`config.mk`:
```
export PLATFORM = sky130hd
export DESIGN_NAME = bf_cell_alu_pipe
export DESIGN_NICKNAME = d
export VERILOG_FILES = /design/src/rtl/bf_cell_alu_pipe.sv
export SDC_FILE = /design/constraint.sdc
export NUM_CORES = 1
export LEC_CHECK = 0
export CAP_MARGIN = 20
export CORE_ASPECT_RATIO = 1.75
export CORE_MARGIN = 2
export CORE_UTILIZATION = 41
export DETAILED_ROUTE_END_ITERATION = 7
export PLACE_DENSITY = 0.74
export SLEW_MARGIN = 10
export SYNTH_ARGS = -nofsm -noshare
export SYNTH_HDL_FRONTEND = slang
export SYNTH_SLANG_ARGS = --single-unit
export TNS_END_PERCENT = 50
```
`constraint.sdc`:
```
create_clock -name clk -period 7.35 [get_ports clk]
set_input_delay 1.47 -clock clk [delete_from_list [all_inputs] [get_ports clk]]
set_output_delay 1.47 -clock clk [all_outputs]
set_load 0.1 [all_outputs]
```
`src/rtl/bf_cell_alu_pipe.sv`:
```
// bf_cell_alu_pipe: two-stage valid/ready cell ALU for the BeeF tape path.
// Performs a signed multi-step ADD (wrap or saturate), CLR or PASS, and reports zero/overflow flags.
`timescale 1ns/1ps
module bf_cell_alu_pipe #(
   parameter int WIDTH   = 8,
   parameter int DELTA_W = 8
) (
   input  logic               clk,
   input  logic               rst_n,
   input  logic               in_valid_i,
   output logic               in_ready_o,
   input  logic [1:0]         op_i,
   input  logic               sat_i,
   input  logic [WIDTH-1:0]   data_i,
   input  logic [DELTA_W-1:0] delta_i,
   output logic               out_valid_o,
   input  logic               out_ready_i,
   output logic [WIDTH-1:0]   result_o,
   output logic               zero_o,
   output logic               ovf_o
);
   localparam int SW = (WIDTH > DELTA_W ? WIDTH : DELTA_W) + 2;
   localparam logic [1:0] OP_ADD = 2'b00;
   localparam logic [1:0] OP_CLR = 2'b01;

   logic               s1_valid_q, s1_valid_d, s1_sat_q, s1_sat_d;
   logic [1:0]         s1_op_q, s1_op_d;
   logic [WIDTH-1:0]   s1_data_q, s1_data_d;
   logic [DELTA_W-1:0] s1_delta_q, s1_delta_d;
   logic               s2_valid_q, s2_valid_d, zero_q, zero_d, ovf_q, ovf_d;
   logic [WIDTH-1:0]   res_q, res_d;
   logic               in_xfer, out_xfer, s1_move, under, over;
   logic [SW-1:0]      sum;
   logic [WIDTH-1:0]   add_res, alu_res;

   always_comb begin
      out_xfer   = s2_valid_q & out_ready_i;
      s1_move    = s1_valid_q & (!s2_valid_q | out_ready_i);
      in_ready_o = !s1_valid_q | s1_move;
      in_xfer    = in_valid_i & in_ready_o;
      // Sum is formed wide enough that negative and above-max results are both distinguishable
      sum     = {{(SW-WIDTH){1'b0}}, s1_data_q} + {{(SW-DELTA_W){s1_delta_q[DELTA_W-1]}}, s1_delta_q};
      under   = sum[SW-1];
      over    = !under & (|sum[SW-2:WIDTH]);
      add_res = !s1_sat_q ? sum[WIDTH-1:0] : under ? '0 : over ? {WIDTH{1'b1}} : sum[WIDTH-1:0];
      alu_res = s1_op_q == OP_ADD ? add_res : s1_op_q == OP_CLR ? '0 : s1_data_q;
      s1_valid_d = in_xfer ? 1'b1 : s1_move ? 1'b0 : s1_valid_q;
      s1_op_d    = in_xfer ? op_i : s1_op_q;
      s1_sat_d   = in_xfer ? sat_i : s1_sat_q;
      s1_data_d  = in_xfer ? data_i : s1_data_q;
      s1_delta_d = in_xfer ? delta_i : s1_delta_q;
      s2_valid_d = s1_move ? 1'b1 : out_xfer ? 1'b0 : s2_valid_q;
      res_d      = s1_move ? alu_res : res_q;
      zero_d     = s1_move ? (alu_res == '0) : zero_q;
      ovf_d      = s1_move ? ((s1_op_q == OP_ADD) & (under | over)) : ovf_q;
   end

   always_ff @(posedge clk or negedge rst_n) begin
      if (!rst_n) begin
         s1_valid_q <= 1'b0;
         s1_op_q    <= '0;
         s1_sat_q   <= 1'b0;
         s1_data_q  <= '0;
         s1_delta_q <= '0;
         s2_valid_q <= 1'b0;
         res_q      <= '0;
         zero_q     <= 1'b0;
         ovf_q      <= 1'b0;
      end else begin
         s1_valid_q <= s1_valid_d;
         s1_op_q    <= s1_op_d;
         s1_sat_q   <= s1_sat_d;
         s1_data_q  <= s1_data_d;
         s1_delta_q <= s1_delta_d;
         s2_valid_q <= s2_valid_d;
         res_q      <= res_d;
         zero_q     <= zero_d;
         ovf_q      <= ovf_d;
      end
   end

   assign out_valid_o = s2_valid_q;
   assign result_o    = res_q;
   assign zero_o      = zero_q;
   assign ovf_o       = ovf_q;
endmodule
```
; ---- Word level (Yosys, flattened, before mapping)
; Index checks and enable logic that the tools add are counted.
[word_totals]
mem_bits_ro = 0
regBits = 31
latch_bits = 0
mem_count = 0
mem_bits_rw = 0
elab_cells = 35
output_inout_bits = 12
inputBits = 23
[classes]
eq_ne = 1
reduce_logical = 7
n_addsub = 1
magnitude_cmp = 0
n_bitwise = 8
shift = 0
div = 0
mul = 0
mux = 9
[ops]
columns = operator, n
row1 = $mux 8, 5
row2 = $add 9x8->10, 1
row3 = $logic_not 8->1, 1
row4 = $and 1x1->1, 5
row5 = $mux 1, 4
row6 = $reduce_bool 2->1, 2
row7 = $logic_not 1->1, 3
row8 = $or 1x1->1, 3
row9 = $eq 2x1->1 const B, 1
row10 = $logic_not 2->1, 1

; ---- Depth between registers and ports, before layout
[depth]
depth_word = 8
ltp_mapped = 9
ltp_nobuf = 9

; ---- Worst setup path before layout
; OpenSTA, ideal clock, no wires.
[synth_path]
kind = input -> register
from = input out_ready_i
to = register s1_data_q[4]
slack_ps = 3535
setup_time_ps = 125
arrival_ps = 3691
path_buffers = 1
stages = 4
required_ps = 7225
path_cell_list = nand3b_1 nand2_1 clkbuf_1 mux2_2
[synth_via]
elab_chain_cells = 4
[synth_lines]
columns = element, line
row1 = start: declaration, 17  ; input logic out_ready_i,
row2 = $or 1x1->1, 38  ; s1_move = s1_valid_q & (!s2_valid_q | out_ready_i);
row3 = $and 1x1->1, 38
row4 = $or 1x1->1, 39  ; in_ready_o = !s1_valid_q | s1_move;
row5 = $and 1x1->1, 40  ; in_xfer = in_valid_i & in_ready_o;
row6 = end signal: assignment, 73  ; s1_data_q <= s1_data_d;
row7 = end: declaration, 28  ; logic [WIDTH-1:0] s1_data_q, s1_data_d;
; Every way passes these cells.
; A chain may end at the register's enable or synchronous reset.

; ---- Worst setup path in the final report
[layout_path]
from = input out_ready_i
to = output in_ready_o
[layout_via]
elab_chain_cells = 3
[layout_lines]
columns = element, line
row1 = $or 1x1->1, 38
row2 = $and 1x1->1, 38
row3 = $or 1x1->1, 39
row4 = end: declaration, 11  ; output logic in_ready_o,
; Every way passes these cells.

==> impl_results.md <==
* Largest net degree at the start of global routing at 32
* # setup viols final at 0
* GRT Max-Usage Layer: met2
* Core Region at between 4000 and 5000 sq um
* Hold Vio Cnt, Final at 0
* Pint at 385 uW
* DPL Wire Length at ~2.8 mm
* DRT iter0 DRCs at 32
* CTS buffer count at 5
* Register area share after synthesis at 42.7%
* Data required time of the worst path at slightly below 6000 ps
* Final WS setup at 2650 ps
* Routed wire length per instance at between 10 and 15 um
* Share of cells above drive strength 1 at around 16%
* Met3 Use GR at 3.42%
* Status: finished, final reports clean
* Syn Inst Count at between 150 and 200
* Pwr Density at ~310 nW/um^2
* H-tree depth at 2
* Mapped Nets at 210
* Antenna-violating nets left at 0
* Crit. End Element: output pin
* Clk_skew at about 2.5 ps
* Global-route wire length before repair at about 6.2 mm
* Placement Setup Slack at 2660 ps
* Sequential power share at about 33%
* Port bufs at 34
* Remaining DRCs at 0
* GR Util met1 at 16.0%
* CTS root buf: clkbuf_8
* Pleak at between 0.9 and 1 nW
* Initial Utilization at about two fifths
* Number of iterations in the first detailed-routing pass at 4
* Seq cells post-synth at 31
* GRT Util Overall at between 10% and 20%
* FP Rows at 32
* Antenna violations before repair at 0
* Sw Share at 45.6%
* Total clock sinks at 31
* Post-CTS Hold Buffers at 0
* Layout Nets at around 250
* Sequential cell area at approximately 780 sq um
* TritonCTS clock tree: yes
* Slew Limit Fails at 0
* Mapped cell area at about 1800 sq um
* Kind of critical path: input pin to output pin
* Maximum vdd ir drop at ~0.00025 V
* Gpl congestion at between 0.7 and 0.8
* Die W at roughly 54 um
* Layout Area Growth over Synthesis at 25.8%
* Die H at slightly above 90 um
* Min Tclk post-route at between 4000 and 5000 ps
* Synth cell types at between 40 and 50
* Vias in the first global route at around 1500
* Element type at the critical path start: input pin
* Clk buf depth at 2
* Congestion Overflow GR at 0
* Number of synthesis warnings at 0
* Number of flops mapped to enable cells by yosys at 0
* # IOs at 35
* Sw power at between 300 and 400 uW
* Layout fillers at ~410
* Clock share of power at about 18%
* Worst hold path type: flip-flop to flip-flop
* Total wire length at between 3 and 4 mm
* Postcts setup bufs at 0
* Worst-path clk slew at ~60 ps
* RSZ-0062 raised after global routing: no
* Setup TNS at 0 ps
* Synthesized area per cell at between 10 and 15 sq um
* Crit share post-route at 63.9%
* Fmax at about 210 MHz
* Worst Path Arrival at roughly 3200 ps
* Die area at 5000 sq um
* Ys async rst share at between 90% and 100%
* Post-cts sizing count at 0
* Tightest Pin Transition at a little under 1000 ps
* Clock latency at the later pin of the worst-skew pair at about 280 ps
* Max-cap violations at 0
* Via count at about 1400
* Slew margin rel. at 35.2%
* Combinational share of power at roughly half
* Most used DFF post-synth: dfrtp_1
* Multi-input logic area at between 900 and 1000 sq um
* Antenna fix cells at 0
* GR Util met2 at 31.5%
* CP max FO at 3
* DR vias/cell at between 5 and 6
-- worst max-delay path, cell delays in order --
cell and delay [ps]:
clkdlybuf4s50_1 460, nand3b_1 140, clkdlybuf4s50_1 1150
-- synthesized netlist by cell type (2+ instances only) --
master    instances  area, sq um
dfrtp_1          31          776
mux2_2           19          214
nor2_1           17         63.8
a21oi_1          13         65.1
nand2_1          13         48.8
ha_1              9          113
nand3_1           9         45.0
o21ai_1           7         35.0
inv_1             6         22.5
clkbuf_1          4         15.0
nand2b_1          4         25.0
o311ai_0          4         35.0
xor2_1            3         26.3
a211oi_1          2         15.0
a21o_1            2         15.0
nor3_1            2         10.0
nor4b_2           2         30.0
o21ai_0           2         10.0
or4_1             2         15.0
xnor2_1           2         17.5
-- layout make-up --
class	instances	share of cell area (%)
Clock buffer	7	3.34
Clock inverter	1	0.219
Inverter	6	0.986
Multi-Input combinational cell	134	43.5
Sequential cell	31	34.0
Tap cell	51	2.79
Timing Repair Buffer	35	15.2
-- logic make-up after synthesis --
| kind of cell | count (synthesis) | synth area share [%] |
|---|---|---|
| buf+inv | 12 | 2.55 |
| fa+ha+maj | 10 | 7.31 |
| xor+xnor | 5 | 2.41 |
| flops | 31 | 42.7 |
| mux | 20 | 12.3 |
| simple gates | 59 | 17.0 |
| compound gates | 40 | 15.6 |
-- metal layers --
metal | wire (um) | vias up
met5 | 0 | -
met1 | 1300 | 698
met4 | 97 | 0
met2 | 2050 | 28
met3 | 103 | 7
li1 | - | 712
-- through the flow --
stage               power [mW]  utilization (%)  instance area, sq um  cells  hold WS [ps]
floorplan                0.502                -                  1820    177           471
global route             0.755             52.8                  2280    265           510
global placement         0.579             51.0                  2200    257           460
detailed placement       0.587             51.0                  2200    257           465
finish                   0.708             52.8                  2280    265           473
CTS                      0.716             52.8                  2280    265           479
-- registers in the layout (all words and copies together), names as in the netlist --
name and cells:
zero_o 1, s1_valid_q 1, s1_sat_q 1, s1_data_q 8
ovf_o 1, s1_delta_q 8, s1_op_q 2, result_o 8
out_valid_o 1
-- power groups by stage --
stage | Sequential [mW] | Combinational (mW) | Clock (mW)
after floorplan | 0.347 | 0.154 | 0
after global placement | 0.233 | 0.346 | 0
after detailed placement | 0.234 | 0.352 | 0
after CTS | 0.231 | 0.353 | 0.131
after global routing | 0.237 | 0.381 | 0.137
final | 0.231 | 0.351 | 0.127
-- path summary, 6_finish.rpt --
kind	startpoint	endpoint	slack, ps	cells past startpoint
worst max-delay path	out_ready_i	in_ready_o	2650	3
worst min-delay path	result_o[3]$_DFFE_PN0P_	result_o[3]$_DFFE_PN0P_	470	2
worst max register to register	s1_data_q[0]$_DFFE_PN0P_	zero_o$_DFFE_PN0P_	4810	9
worst min register to register	result_o[3]$_DFFE_PN0P_	result_o[3]$_DFFE_PN0P_	470	2
max in group asynchronous	rst_n	s1_delta_q[7]$_DFFE_PN0P_	5490	2
min in group asynchronous	rst_n	s1_valid_q$_DFFE_PN0P_	1570	2
-- layout by cell type, fill, tap and decap left out, types with 2 or more instances in the layout --
cell	synthesis	final
or4_1	2	2
a21o_1	2	2
clkbuf_1	4	2
clkdlybuf4s50_1	0	34
nor3_1	2	2
o311ai_0	4	4
nand3_1	9	9
o21ai_0	2	2
nor4b_2	2	2
nor2_1	17	17
ha_1	9	9
xnor2_1	2	2
inv_1	6	6
mux2_2	19	19
xor2_1	3	3
a21oi_1	13	13
nand2b_1	4	4
a211oi_1	2	2
dfrtp_1	31	31
clkbuf_8	0	5
nand2_1	13	13
o21ai_1	7	7
Power figures use the tool's default switching activity.
